[src/rtl/alu_exec_if.sv]
// Operand/control request and result/condition-code response bundle for alu_exec.
// The master drives requests; the slave (alu_exec) returns result, handshake and N/Z/P.
interface alu_exec_if #(
    parameter int unsigned N = 16
);
    logic         start;
    logic [1:0]   op;
    logic         imm_sel;
    logic [4:0]   imm5;
    logic [N-1:0] A;
    logic [N-1:0] B;
    logic         ld_cc;
    logic [N-1:0] result;
    logic         valid;
    logic         busy;
    logic         n;
    logic         z;
    logic         p;

    modport master (
        output start, op, imm_sel, imm5, A, B, ld_cc,
        input  result, valid, busy, n, z, p
    );

    modport slave (
        input  start, op, imm_sel, imm5, A, B, ld_cc,
        output result, valid, busy, n, z, p
    );
endinterface

[src/rtl/alu_exec.sv]
// Execute stage: single-cycle ADD/AND/NOT with registered result and N/Z/P codes.
// Define ALU_MUL_EN for an N-cycle shift-add MUL on op=11; otherwise op=11 is PASS.
module alu_exec #(
    parameter int unsigned N = 16
) (
    input logic       clk,
    input logic       reset,
    alu_exec_if.slave bus
);
    logic [N-1:0] op_b;
    logic [N-1:0] alu_res;
    logic [N-1:0] result_q, result_d;
    logic         valid_q, valid_d;
    logic [2:0]   nzp_q, nzp_d;

    function automatic logic [2:0] nzp_of(input logic [N-1:0] r);
        return {r[N-1], r == '0, !r[N-1] && (r != '0)};
    endfunction

    assign op_b = bus.imm_sel ? {{(N-5){bus.imm5[4]}}, bus.imm5} : bus.B;

    // op=11 yields A here; with MUL enabled this value is never selected
    always_comb begin
        unique case (bus.op)
            2'b00:   alu_res = bus.A + op_b;
            2'b01:   alu_res = bus.A & op_b;
            2'b10:   alu_res = ~bus.A;
            default: alu_res = bus.A;
        endcase
    end

`ifdef ALU_MUL_EN
    typedef enum logic {StIdle, StMul} state_e;
    localparam int unsigned CntW = $clog2(N);

    state_e          state_q, state_d;
    logic [N-1:0]    mcand_q, mcand_d;
    logic [N-1:0]    mplier_q, mplier_d;
    logic [N-1:0]    acc_q, acc_d;
    logic [N-1:0]    acc_next;
    logic [CntW-1:0] count_q, count_d;
    logic            ld_cc_q, ld_cc_d;

    assign acc_next = acc_q + (mplier_q[0] ? mcand_q : '0);

    always_comb begin
        state_d  = state_q;
        mcand_d  = mcand_q;
        mplier_d = mplier_q;
        acc_d    = acc_q;
        count_d  = count_q;
        ld_cc_d  = ld_cc_q;
        result_d = result_q;
        valid_d  = 1'b0;
        nzp_d    = nzp_q;
        unique case (state_q)
            StIdle: begin
                if (bus.start) begin
                    if (bus.op == 2'b11) begin
                        mcand_d  = bus.A;
                        mplier_d = op_b;
                        acc_d    = '0;
                        count_d  = '0;
                        ld_cc_d  = bus.ld_cc;
                        state_d  = StMul;
                    end else begin
                        result_d = alu_res;
                        valid_d  = 1'b1;
                        if (bus.ld_cc) nzp_d = nzp_of(alu_res);
                    end
                end
            end
            StMul: begin
                acc_d    = acc_next;
                mcand_d  = mcand_q << 1;
                mplier_d = mplier_q >> 1;
                count_d  = count_q + CntW'(1);
                // Last iteration: always N edges, no early exit on zero multiplier
                if (count_q == CntW'(N - 1)) begin
                    result_d = acc_next;
                    valid_d  = 1'b1;
                    state_d  = StIdle;
                    if (ld_cc_q) nzp_d = nzp_of(acc_next);
                end
            end
            default: state_d = StIdle;
        endcase
    end

    always_ff @(posedge clk) begin
        if (!reset) begin
            state_q  <= StIdle;
            mcand_q  <= '0;
            mplier_q <= '0;
            acc_q    <= '0;
            count_q  <= '0;
            ld_cc_q  <= 1'b0;
        end else begin
            state_q  <= state_d;
            mcand_q  <= mcand_d;
            mplier_q <= mplier_d;
            acc_q    <= acc_d;
            count_q  <= count_d;
            ld_cc_q  <= ld_cc_d;
        end
    end

    assign bus.busy = (state_q == StMul);
`else
    always_comb begin
        result_d = result_q;
        valid_d  = 1'b0;
        nzp_d    = nzp_q;
        if (bus.start) begin
            result_d = alu_res;
            valid_d  = 1'b1;
            if (bus.ld_cc) nzp_d = nzp_of(alu_res);
        end
    end

    assign bus.busy = 1'b0;
`endif

    always_ff @(posedge clk) begin
        if (!reset) begin
            result_q <= '0;
            valid_q  <= 1'b0;
            nzp_q    <= 3'b010;
        end else begin
            result_q <= result_d;
            valid_q  <= valid_d;
            nzp_q    <= nzp_d;
        end
    end

    assign bus.result = result_q;
    assign bus.valid  = valid_q;
    assign bus.n      = nzp_q[2];
    assign bus.z      = nzp_q[1];
    assign bus.p      = nzp_q[0];
endmodule

[src/flat_wrapper.sv]
// flat-port wrapper written by rule: the top's interface ports become plain ports
module alu_exec_flat 
#(
    parameter int unsigned N = 16
)
  (clk, reset, bus_start, bus_op, bus_imm_sel, bus_imm5, bus_A, bus_B, bus_ld_cc, bus_result, bus_valid, bus_busy, bus_n, bus_z, bus_p);
  alu_exec_if #(.N(N)) bus_i ();
  input logic clk;
  input logic reset;
  input wire logic [$bits(bus_i.start)-1:0] bus_start;
  input wire logic [$bits(bus_i.op)-1:0] bus_op;
  input wire logic [$bits(bus_i.imm_sel)-1:0] bus_imm_sel;
  input wire logic [$bits(bus_i.imm5)-1:0] bus_imm5;
  input wire logic [$bits(bus_i.A)-1:0] bus_A;
  input wire logic [$bits(bus_i.B)-1:0] bus_B;
  input wire logic [$bits(bus_i.ld_cc)-1:0] bus_ld_cc;
  output wire logic [$bits(bus_i.result)-1:0] bus_result;
  output wire logic [$bits(bus_i.valid)-1:0] bus_valid;
  output wire logic [$bits(bus_i.busy)-1:0] bus_busy;
  output wire logic [$bits(bus_i.n)-1:0] bus_n;
  output wire logic [$bits(bus_i.z)-1:0] bus_z;
  output wire logic [$bits(bus_i.p)-1:0] bus_p;
  assign bus_i.start = bus_start;
  assign bus_i.op = bus_op;
  assign bus_i.imm_sel = bus_imm_sel;
  assign bus_i.imm5 = bus_imm5;
  assign bus_i.A = bus_A;
  assign bus_i.B = bus_B;
  assign bus_i.ld_cc = bus_ld_cc;
  assign bus_result = bus_i.result;
  assign bus_valid = bus_i.valid;
  assign bus_busy = bus_i.busy;
  assign bus_n = bus_i.n;
  assign bus_z = bus_i.z;
  assign bus_p = bus_i.p;
  alu_exec #(.N(N)) u_core (.clk(clk), .reset(reset), .bus(bus_i));
endmodule
[config.mk]
export PLATFORM = sky130hd
export DESIGN_NAME = alu_exec_flat
export DESIGN_NICKNAME = d
export VERILOG_FILES = /design/src/rtl/alu_exec_if.sv /design/src/rtl/alu_exec.sv /design/src/flat_wrapper.sv
export SDC_FILE = /design/constraint.sdc
export NUM_CORES = 1
export LEC_CHECK = 0
export BUFFER_PORTS_ARGS = -buffer_cell sky130_fd_sc_hd__buf_2
export CAP_MARGIN = 0
export CELL_PAD_IN_SITES_DETAIL_PLACEMENT = 1
export CELL_PAD_IN_SITES_GLOBAL_PLACEMENT = 2
export CORE_MARGIN = 2
export CORE_UTILIZATION = 32
export CTS_CLUSTER_DIAMETER = 40
export CTS_CLUSTER_SIZE = 8
export DETAILED_ROUTE_END_ITERATION = 8
export PLACE_DENSITY_LB_ADDON = 0.1
export RECOVER_POWER = 100
export SYNTH_ARGS = -nofsm -noshare
export SYNTH_HDL_FRONTEND = slang
export SYNTH_SLANG_ARGS = --single-unit
[constraint.sdc]
create_clock -name clk -period 4.75 [get_ports clk]
set_input_delay 0.2375 -clock clk [delete_from_list [all_inputs] [get_ports clk]]
set_output_delay 0.2375 -clock clk [all_outputs]
set_load 0.01 [all_outputs]
==> summary.md, run 1 <==
| Metric | Value |
|---|---|
| Status | finished, final reports clean |
| Clk root buf | clkbuf_8 |
| Leakage | 1.15 nW |
| Initial Util | 0.327 |
| Final setup fails | 0 |
| Sink Count | 20 |
| Crit path required time | 4.91 ns |
| Element type at the critical path end | flip-flop |
| Synth cell types | 66 |
| Final nets | 421 |
| GR Overflow Total | 0 |
| Post-Syn Nets | 372 |
| DRC | 0 |
| #FFs+latches synth | 20 |
| Synth Warn # | 0 |
| Vias in the first global route | 2426 |
| Routed vias | 2446 |
| Clk slew on worst S/H paths | 0.08 ns |
| CTS tree | yes |
| DRT Wirelength | 7850 um |
| Fin. max-slew vios | 0 |
| Die X | 89.4 um |
| Post CTS Setup Buffer Count | 0 |
| ANT nets after route | 0 |
| Hold_ws | 0.224 ns |
| Standard-cell rows | 31 |
| TritonRoute pass-1 iters | 4 |
| Crit path kind | in2reg |
| Clk_lat worst skew | 0.26 ns |
| Fraction of layout cells with a size suffix above 1 | 0.159 |
| Antenna violations before repair | 0 |
| Most common cell in the synthesized netlist | nor2_1 |
| Largest net degree at the start of global routing | 31 |
| Layout area overhead | 14.5% |
| Worst path cell trace | clkbuf_1, mux2_2, ha_1, fa_1, a21o_1, a221oi_1, nor2_2, o41ai_1, xor2_1, a222oi_1, nor4b_2, a211o_1 |
| Final setup TNS | 0 ns |
| Core region area | 7140 um2 |
| Max-cap violations | 0 |
| CTS resizes | 0 |
| Vias per std cell | 5.34 |
| Max VDD drop | 0.0838 mV |
| Die area | 7990 um2 |
| Crit path max fanout | 17 |
| ANT cells | 0 |
| RePlAce Congestion | 0.879 |
| Minimum clock period | 3.87 ns |
| Hold WC Path Type | in2reg |
| Maximum clock insertion buffer count | 2 |
| Slowest stage delay, CP | 0.67 ns |
| Crit start category | input port |
| Setup ws final | 0.883 ns |
| Relative slew margins | 0.118 |
| Clk_skew | 0 ns |
| Area share of the largest cell type after synthesis | 0.172 |
| First-pass GRT wire length | 12500 um |
| Synth top area cells | dfxtp_1 17%, ha_1 8.6%, mux2i_1 6.9% |
| Top post-synthesis cells by count | 34 x nor2_1, 24 x o21ai_0, 21 x a21oi_1, 21 x nand2_1, 20 x dfxtp_1 |
| Main synth FF type | dfxtp_1 |
| Total CTS buffers | 3 |
| Detailed placer's ending HPWL | 6140 um |
| DRT iter0 DRCs | 105 |
| Ports | 65 |
| Crit-path slowest cell | a221oi_1 |
| H-tree level count | 1 |
| DP Worst Slack | 1.27 ns |
| CP Buf/Inv Count | 1 |
| Mapped cell area | 2330 um2 |
| Family with the most delay on the worst path | compound AO/OA/AOI/OAI gates |
| Total GRT Usage | 0.201 |
| Post-synth EDFFs | 0 |
| WL per Instance | 17.1 um |
| Max Clock Freq | 259 MHz |
| Seq/Total Area, Yosys | 0.172 |
| Hold_buf cts | 0 |
| Tightest Pin Transition | 1.32 ns |
| Cell taking the most area after synthesis | dfxtp_1 |
| Endpoints failing hold | 0 |
| Asr flop ratio synth | 0 |
| Die Ht | 89.4 um |
| Syn avg cell area | 7.50 um2 |
| Data arrival, critical path | 4.02 ns |
| Fin crit share | 0.814 |
| IO Port Bufs | 63 |
| Synthesized instance count | 311 |
| RSZ-0062 raised after global routing | false |
| PD cells | 229 nW/um2 |
==> through the flow <==
stage          instance area, um2   util  cells  power (W)
2_1_floorplan                2330      -    311   0.000405
3_3_place_gp                 2680  0.375    454   0.000492
3_5_place_dp                 2680  0.375    454   0.000494
4_1_cts                      2730  0.383    458   0.000628
5_1_grt                      2670  0.374    458   0.000659
6_report                     2670  0.374    458   0.000613
==> layout make-up <==
class / instances / area, um2
fillers: 942 / 4470
multi-input cells: 256 / 1740
flip-flops and latches: 20 / 400
repair buffers: 63 / 288
well taps: 99 / 124
inverters: 16 / 60.1
clock buffers: 4 / 55.1
==> final timing paths <==
kind                                       from                            endpoint  cells past startpoint  slack (ns)
max                                 bus_imm_sel        u_core.nzp_q[1]$_SDFFE_PN1P_                     12        0.88
min reg2reg  u_core.bus.result[10]$_SDFFE_PN0P_  u_core.bus.result[10]$_SDFFE_PN0P_                      2        0.47
min                                       reset        u_core.nzp_q[2]$_SDFFE_PN0P_                      2        0.22
max reg2reg   u_core.bus.result[2]$_SDFFE_PN0P_   u_core.bus.result[2]$_SDFFE_PN0P_                      2        4.02
==> power breakdown <==
group	leakage, nW	switching [W]	total [W]	internal [W]
Combinational	0.953	0.000177	0.000292	0.000115
Clock	0.0288	0.0000587	0.000133	0.0000739
Sequential	0.165	0.00000693	0.000188	0.000181
Total	1.15	0.000242	0.000613	0.000370
==> cell usage in the layout (no fill, tap or decap), drive strengths merged, types with 7 or more instances in the layout <==
| cell type | instances |
|---|---|
| a21o | 7 |
| dfxtp | 20 |
| nor2 | 35 |
| and2 | 8 |
| inv | 15 |
| buf | 41 |
| mux2i | 16 |
| ha | 16 |
| a21oi | 21 |
| nand2b | 7 |
| clkbuf | 26 |
| a211oi | 13 |
| o21ai | 27 |
| nand2 | 21 |
==> cells by family (layout without fill, tap and decap cells) <==
kind of cell | count (synthesis) | in the layout | synth area share
AO/OA/AOI/OAI | 109 | 109 | 0.334
multiplexers | 22 | 22 | 0.0992
XOR/XNOR | 6 | 6 | 0.0225
other | 1 | 1 | 0.00161
flip-flops | 20 | 20 | 0.172
buffers and inverters | 35 | 83 | 0.0654
AND/OR/NAND/NOR | 101 | 101 | 0.211
adder cells (fa/ha/maj) | 17 | 17 | 0.0944
==> registers in the layout, summed over array words and instances (netlist names) <==
name               flops
u_core.bus.result     16
u_core.bus.valid       1
u_core.nzp_q           3
==> per-layer routing <==
metal | vias to the layer above | GRT usage | routed length [um]
li1 | 1250 | - | -
met1 | 1137 | 0.295 | 4090
met2 | 52 | 0.324 | 3420
met3 | 7 | 0.00831 | 246
met4 | 0 | 0.0502 | 91
met5 | - | 0 | 0
Power figures use the tool's default switching activity.
==> inputs of run 2 (changes only) <==
--- a/config.mk
+++ b/config.mk
@@ -10,7 +10,7 @@
 export CELL_PAD_IN_SITES_DETAIL_PLACEMENT = 1
 export CELL_PAD_IN_SITES_GLOBAL_PLACEMENT = 2
 export CORE_MARGIN = 2
-export CORE_UTILIZATION = 32
+export CORE_UTILIZATION = 26
 export CTS_CLUSTER_DIAMETER = 40
 export CTS_CLUSTER_SIZE = 8
 export DETAILED_ROUTE_END_ITERATION = 8
==> constraint.sdc (replaced) <==
create_clock -name clk -period 3.5 [get_ports clk]
set_input_delay 0.175 -clock clk [delete_from_list [all_inputs] [get_ports clk]]
set_output_delay 0.175 -clock clk [all_outputs]
set_load 0.01 [all_outputs]
==> run 2 against run 1 <==
Effect of this change: clock skew stayed put; global-route usage shrank 3.4 points; count of clock-buffer cells in the layout is 1 lower; highest routed layer unchanged.
==> summary.md, run 2 (synthesis gave the netlist of run 1 again) <==
| Metric | Value |
|---|---|
| Crit path required time | 3.64 ns |
| CTS tree | yes |
| Minimum clock period | 3.07 ns |
| Max Clock Freq | 326 MHz |
| RR Startpoint | u_core.bus.result[2]$_SDFFE_PN0P_ |
| Maximum clock insertion buffer count | 2 |
| RePlAce Congestion | 0.857 |
| Crit path kind | in2reg |
| Fraction of layout cells with a size suffix above 1 | 0.175 |
| Die Ht | 98.7 um |
| Worst path cell trace | clkbuf_1, mux2_2, ha_1, fa_1, a21o_1, a221oi_4, nor2_2, o41ai_2, xor2_1, a222oi_1, nor4b_2, a211o_1 |
| Fin crit share | 0.877 |
| DRT Wirelength | 8160 um |
| Total CTS buffers | 3 |
| Leakage | 1.18 nW |
| Critical path origin | bus_imm_sel |
| IO Port Bufs | 63 |
| Clk_lat worst skew | 0.25 ns |
| Detailed placer's ending HPWL | 6690 um |
| ANT nets after route | 0 |
| DRC | 0 |
| Hold_ws | 0.181 ns |
| Max-cap violations | 0 |
| Hold Crit Start | reset |
| Crit start category | input port |
| Sink Count | 20 |
| Routed vias | 2538 |
| Clk root buf | clkbuf_8 |
| Fin. max-slew vios | 0 |
| Total GRT Usage | 0.167 |
| Max VDD drop | 0.0965 mV |
| DRT iter0 DRCs | 87 |
| Slowest stage delay, CP | 0.44 ns |
| Fill count | 1103 |
| Post CTS Setup Buffer Count | 0 |
| CTS resizes | 0 |
| Core region area | 8720 um2 |
| ANT cells | 0 |
| Standard-cell rows | 34 |
| First-pass GRT wire length | 13300 um |
| Clk slew on worst S/H paths | 0.07 ns |
| Hold WC Path Type | in2reg |
| Element type at the critical path end | flip-flop |
| Hold_buf cts | 0 |
| Data arrival, critical path | 3.21 ns |
| WL per Instance | 17.2 um |
| Die area | 9740 um2 |
| H-tree level count | 1 |
| Vias in the first global route | 2541 |
| TritonRoute pass-1 iters | 4 |
| Tightest Pin Transition | 1.38 ns |
| Crit path max fanout | 5 |
| Initial Util | 0.267 |
| Max reg flops | 16 |
| Die X | 98.7 um |
| Final setup TNS | 0 ns |
| Clk_skew | 0 ns |
| Ports | 65 |
| Endpoints failing hold | 0 |
| Layout area overhead | 17.7% |
| Antenna violations before repair | 0 |
| Crit-path slowest cell | fa_1 |
| GR Overflow Total | 0 |
| Relative slew margins | 0.0832 |
| Most frequent cells in the layout | 41 x buf_2, 34 x nor2_1, 24 x o21ai_0, 24 x clkbuf_1 |
| Final setup fails | 0 |
| Commonest non-fill, non-tap cell in the layout | buf_2 |
| Vias per std cell | 5.35 |
| Largest net degree at the start of global routing | 31 |
| RSZ-0062 raised after global routing | false |
| Final nets | 429 |
| PD cells | 298 nW/um2 |
| Status | finished, final reports clean |
-- run 2: layout make-up --
type / instances / area, um2 / area share
well taps: 108 / 135 / 0.0492
multi-input cells: 256 / 1770 / 0.644
flip-flops and latches: 20 / 400 / 0.146
clock buffers: 3 / 41.3 / 0.0150
repair buffers: 71 / 340 / 0.124
inverters: 16 / 60.1 / 0.0219
-- run 2: critical path: cells and delay by family --
kind / cells / cell delay, ns
xor gates and xnor gates: 1 / 0.10
muxes: 1 / 0.36
adders and majority gates: 2 / 0.67
buffers and inverters: 1 / 0.16
and+or+nand+nor: 2 / 0.23
AOI/OAI and AO/OA: 5 / 1.51
-- run 2: path summary, 6_finish.rpt --
| check | end | slack [ns] | depth (start not counted) |
|---|---|---|---|
| max | u_core.nzp_q[1]$_SDFFE_PN1P_ | 0.43 | 12 |
| min | u_core.bus.valid$_SDFF_PN0_ | 0.18 | 2 |
| max reg2reg | u_core.bus.result[2]$_SDFFE_PN0P_ | 2.77 | 2 |
| min reg2reg | u_core.bus.result[7]$_SDFFE_PN0P_ | 0.48 | 2 |
-- run 2: report_power, final --
group	internal, W	switching (W)
clock	0.0000764	0.0000687
sequential	0.000246	0.00000963
combinational	0.000167	0.000251
total	0.000489	0.000329
-- run 2: stage by stage --
stage	setup slack [ns]	std cells	area (um2)	power, W	util
after global placement	0.302	471	2750	0.000683	0.315
after CTS	0.464	474	2790	0.000835	0.320
after floorplan	0.422	311	2330	0.000550	-
after global routing	0.135	474	2750	0.000883	0.315
after detailed placement	0.201	471	2750	0.000688	0.315
final	0.430	474	2750	0.000818	0.315
-- run 2: routing by layer --
layer | up-vias | global-route usage | routed length [um]
met5 | - | 0 | 0
met2 | 64 | 0.276 | 3600
li1 | 1267 | - | -
met1 | 1201 | 0.238 | 4110
met3 | 6 | 0.0156 | 363
met4 | 0 | 0.0327 | 92
==> inputs of run 3 (changes only) <==
--- a/config.mk
+++ b/config.mk
@@ -5,12 +5,13 @@
 export SDC_FILE = /design/constraint.sdc
 export NUM_CORES = 1
 export LEC_CHECK = 0
+export ABC_AREA = 1
 export BUFFER_PORTS_ARGS = -buffer_cell sky130_fd_sc_hd__buf_2
 export CAP_MARGIN = 0
 export CELL_PAD_IN_SITES_DETAIL_PLACEMENT = 1
 export CELL_PAD_IN_SITES_GLOBAL_PLACEMENT = 2
 export CORE_MARGIN = 2
-export CORE_UTILIZATION = 26
+export CORE_UTILIZATION = 23
 export CTS_CLUSTER_DIAMETER = 40
 export CTS_CLUSTER_SIZE = 8
 export DETAILED_ROUTE_END_ITERATION = 8
==> run 3 against run 2 <==
Effect of this change: utilization is 3.2 points lower; count of clock-buffer cells in the layout stayed put; via count grew 6.8%; final area up 0.82%; clock skew did not move; combinational power is 11% lower; first-iteration DRC count rose by 9.2%.
==> summary.md, run 3 <==
| Metric | Value |
|---|---|
| RePlAce Congestion | 0.768 |
| Fin crit share | 0.737 |
| Post-Syn Nets | 476 |
| Ports | 65 |
| Cells on Worst Hold Path | 2 |
| Standard-cell rows | 36 |
| WL per Instance | 14.1 um |
| Most frequent CP cell | nand2_1 |
| Worst r2r path cells | 4 |
| Final Non-Filler Cells | 604 |
| Mapped cell area | 2320 um2 |
| RSZ-0062 raised after global routing | false |
| Crit path kind | in2reg |
| DRT iter0 DRCs | 95 |
| Crit start category | input port |
| Max reg flops | 16 |
| Die area | 10900 um2 |
| Largest net degree at the start of global routing | 26 |
| Layout area overhead | 19.3% |
| Max Clock Freq | 387 MHz |
| Commonest non-fill, non-tap cell in the layout | nand2_1 |
| H-tree level count | 1 |
| Clk_lat worst skew | 0.25 ns |
| Leakage | 1.52 nW |
| Main synth FF type | dfxtp_1 |
| Seq/Total Area, Yosys | 0.173 |
| Slowest stage delay, CP | 0.42 ns |
| CTS resizes | 0 |
| Final setup TNS | 0 ns |
| CTS tree | yes |
| Routed vias | 2710 |
| Placed insts | 601 |
| PD cells | 280 nW/um2 |
| Die Ht | 104 um |
| Final nets | 534 |
| Area share of the largest cell type after synthesis | 0.188 |
| Final instance area | 2770 um2 |
| ANT nets after route | 0 |
| Crit path required time | 3.65 ns |
| Syn avg cell area | 5.59 um2 |
| Tightest Pin Transition | 1.04 ns |
| ANT cells | 0 |
| Data arrival, critical path | 2.74 ns |
| Clk_skew | 0 ns |
| Hold WC Path Type | in2reg |
| Initial Util | 0.237 |
| Synth top area cells | nand2_1 19%, dfxtp_1 17%, inv_1 12% |
| IO Port Bufs | 63 |
| Fin. max-slew vios | 0 |
| Hold_ws | 0.253 ns |
| Most common cell in the synthesized netlist | nand2_1 |
| Clk root buf | clkbuf_8 |
| DRC | 0 |
| Antenna violations before repair | 0 |
| Vias per std cell | 4.49 |
| Total Power | 0.000776 W |
| Hold_buf cts | 0 |
| Crit-path slowest cell | fa_1 |
| Maximum clock insertion buffer count | 2 |
| First-pass GRT wire length | 14400 um |
| Fill count | 1365 |
| Total CTS buffers | 3 |
| Clk slew on worst S/H paths | 0.07 ns |
| Relative slew margins | 0.306 |
| Final setup fails | 0 |
| Core region area | 9770 um2 |
| Post CTS Setup Buffer Count | 0 |
| Total GRT Usage | 0.161 |
| Max-cap violations | 0 |
| Element type at the critical path end | flip-flop |
| Synth Warn # | 0 |
| Detailed placer's ending HPWL | 7310 um |
| DRT Wirelength | 8490 um |
| Minimum clock period | 2.58 ns |
| Asr flop ratio synth | 0 |
| TritonRoute pass-1 iters | 4 |
| Crit path max fanout | 16 |
| Sink Count | 20 |
| GR Overflow Total | 0 |
| #FFs+latches synth | 20 |
| Endpoints failing hold | 0 |
| Synth cell types | 29 |
| Vias in the first global route | 2753 |
| Status | finished, final reports clean |
| Synthesized instance count | 415 |
| Fraction of layout cells with a size suffix above 1 | 0.127 |
| Area post-placement | 2760 um2 |
| Die X | 104 um |
| Max VDD drop | 0.0965 mV |
| Worst path cell trace | buf_2, buf_4, mux2_2, ha_1, fa_1, nand2_1, nand2_1, nand3_1, nand2_1, nand2_1, nand3b_1, nand3_1, nand3b_1, nor2_1, nand3_1, nand2_1, nor2_1 |
| Post-synth EDFFs | 0 |
| Top post-synthesis cells by count | 116 x nand2_1, 73 x inv_1, 41 x nand3_1, 41 x nor2_1, 35 x o21ai_0 |
| Most frequent cells in the layout | 116 x nand2_1, 73 x inv_1, 42 x nor2_1, 42 x buf_2, 41 x nand3_1 |
| Cell taking the most area after synthesis | nand2_1 |
## run 3: changes by cell type after synthesis, sizes merged, moves of 10 or more
cell | previous run | this run
nand3 | 6 | 41
nand3b | 0 | 11
nor2 | 35 | 45
inv | 15 | 76
nand2 | 21 | 117
mux2i | 16 | 0
a211oi | 13 | 1
## run 3: cells by family (layout without fill, tap and decap cells)
family	count (synthesis)	count (layout)	synth area share
buffers and inverters	87	143	0.147
adder cells (fa/ha/maj)	17	17	0.0949
flip-flops	20	20	0.173
AND/OR/NAND/NOR	224	224	0.420
multiplexers	4	4	0.0194
AO/OA/AOI/OAI	62	62	0.144
other	1	1	0.00162
## run 3: metal layers
layer	track usage	share of wire	vias up
met5	0	0	-
met3	0.0188	0.035	4
met2	0.269	0.45	42
li1	-	-	1431
met4	0.0319	0.0079	0
met1	0.222	0.50	1233
## run 3: through the flow
stage	util	setup slack [ns]
final	0.283	0.919
after global routing	0.283	0.613
after CTS	0.286	0.841
after detailed placement	0.282	0.569
after global placement	0.282	0.590
after floorplan	-	1.05
## run 3: layout make-up
cell class / instances / area [um2] / share of cell area
Multi-Input combinational cell: 308 / 1580 / 0.569
Sequential cell: 20 / 400 / 0.145
Timing Repair Buffer: 64 / 297 / 0.107
Inverter: 76 / 288 / 0.104
Tap cell: 133 / 166 / 0.0601
Clock buffer: 3 / 41.3 / 0.0149
## run 3: report_power, final
part | switching (W) | internal, W
combinational | 0.000240 | 0.000133
sequential | 0.00000903 | 0.000245
clock | 0.0000719 | 0.0000765
total | 0.000321 | 0.000455
## run 3: path summary, 6_finish.rpt
check | start | endpoint | slack, ns
worst max-delay path | bus_imm_sel | u_core.nzp_q[0]$_SDFFE_PN0P_ | 0.92
worst min-delay path | reset | u_core.nzp_q[1]$_SDFFE_PN1P_ | 0.25
worst max register to register | u_core.bus.result[12]$_SDFFE_PN0P_ | u_core.bus.result[12]$_SDFFE_PN0P_ | 2.80
worst min register to register | u_core.bus.result[2]$_SDFFE_PN0P_ | u_core.bus.result[2]$_SDFFE_PN0P_ | 0.49
## run 3: worst max-delay path, delay by kind of cell
kind          cells  cell delay (ns)
buf+inv           2             0.29
mux               1             0.35
simple gates     12             1.21
fa+ha+maj         2             0.71
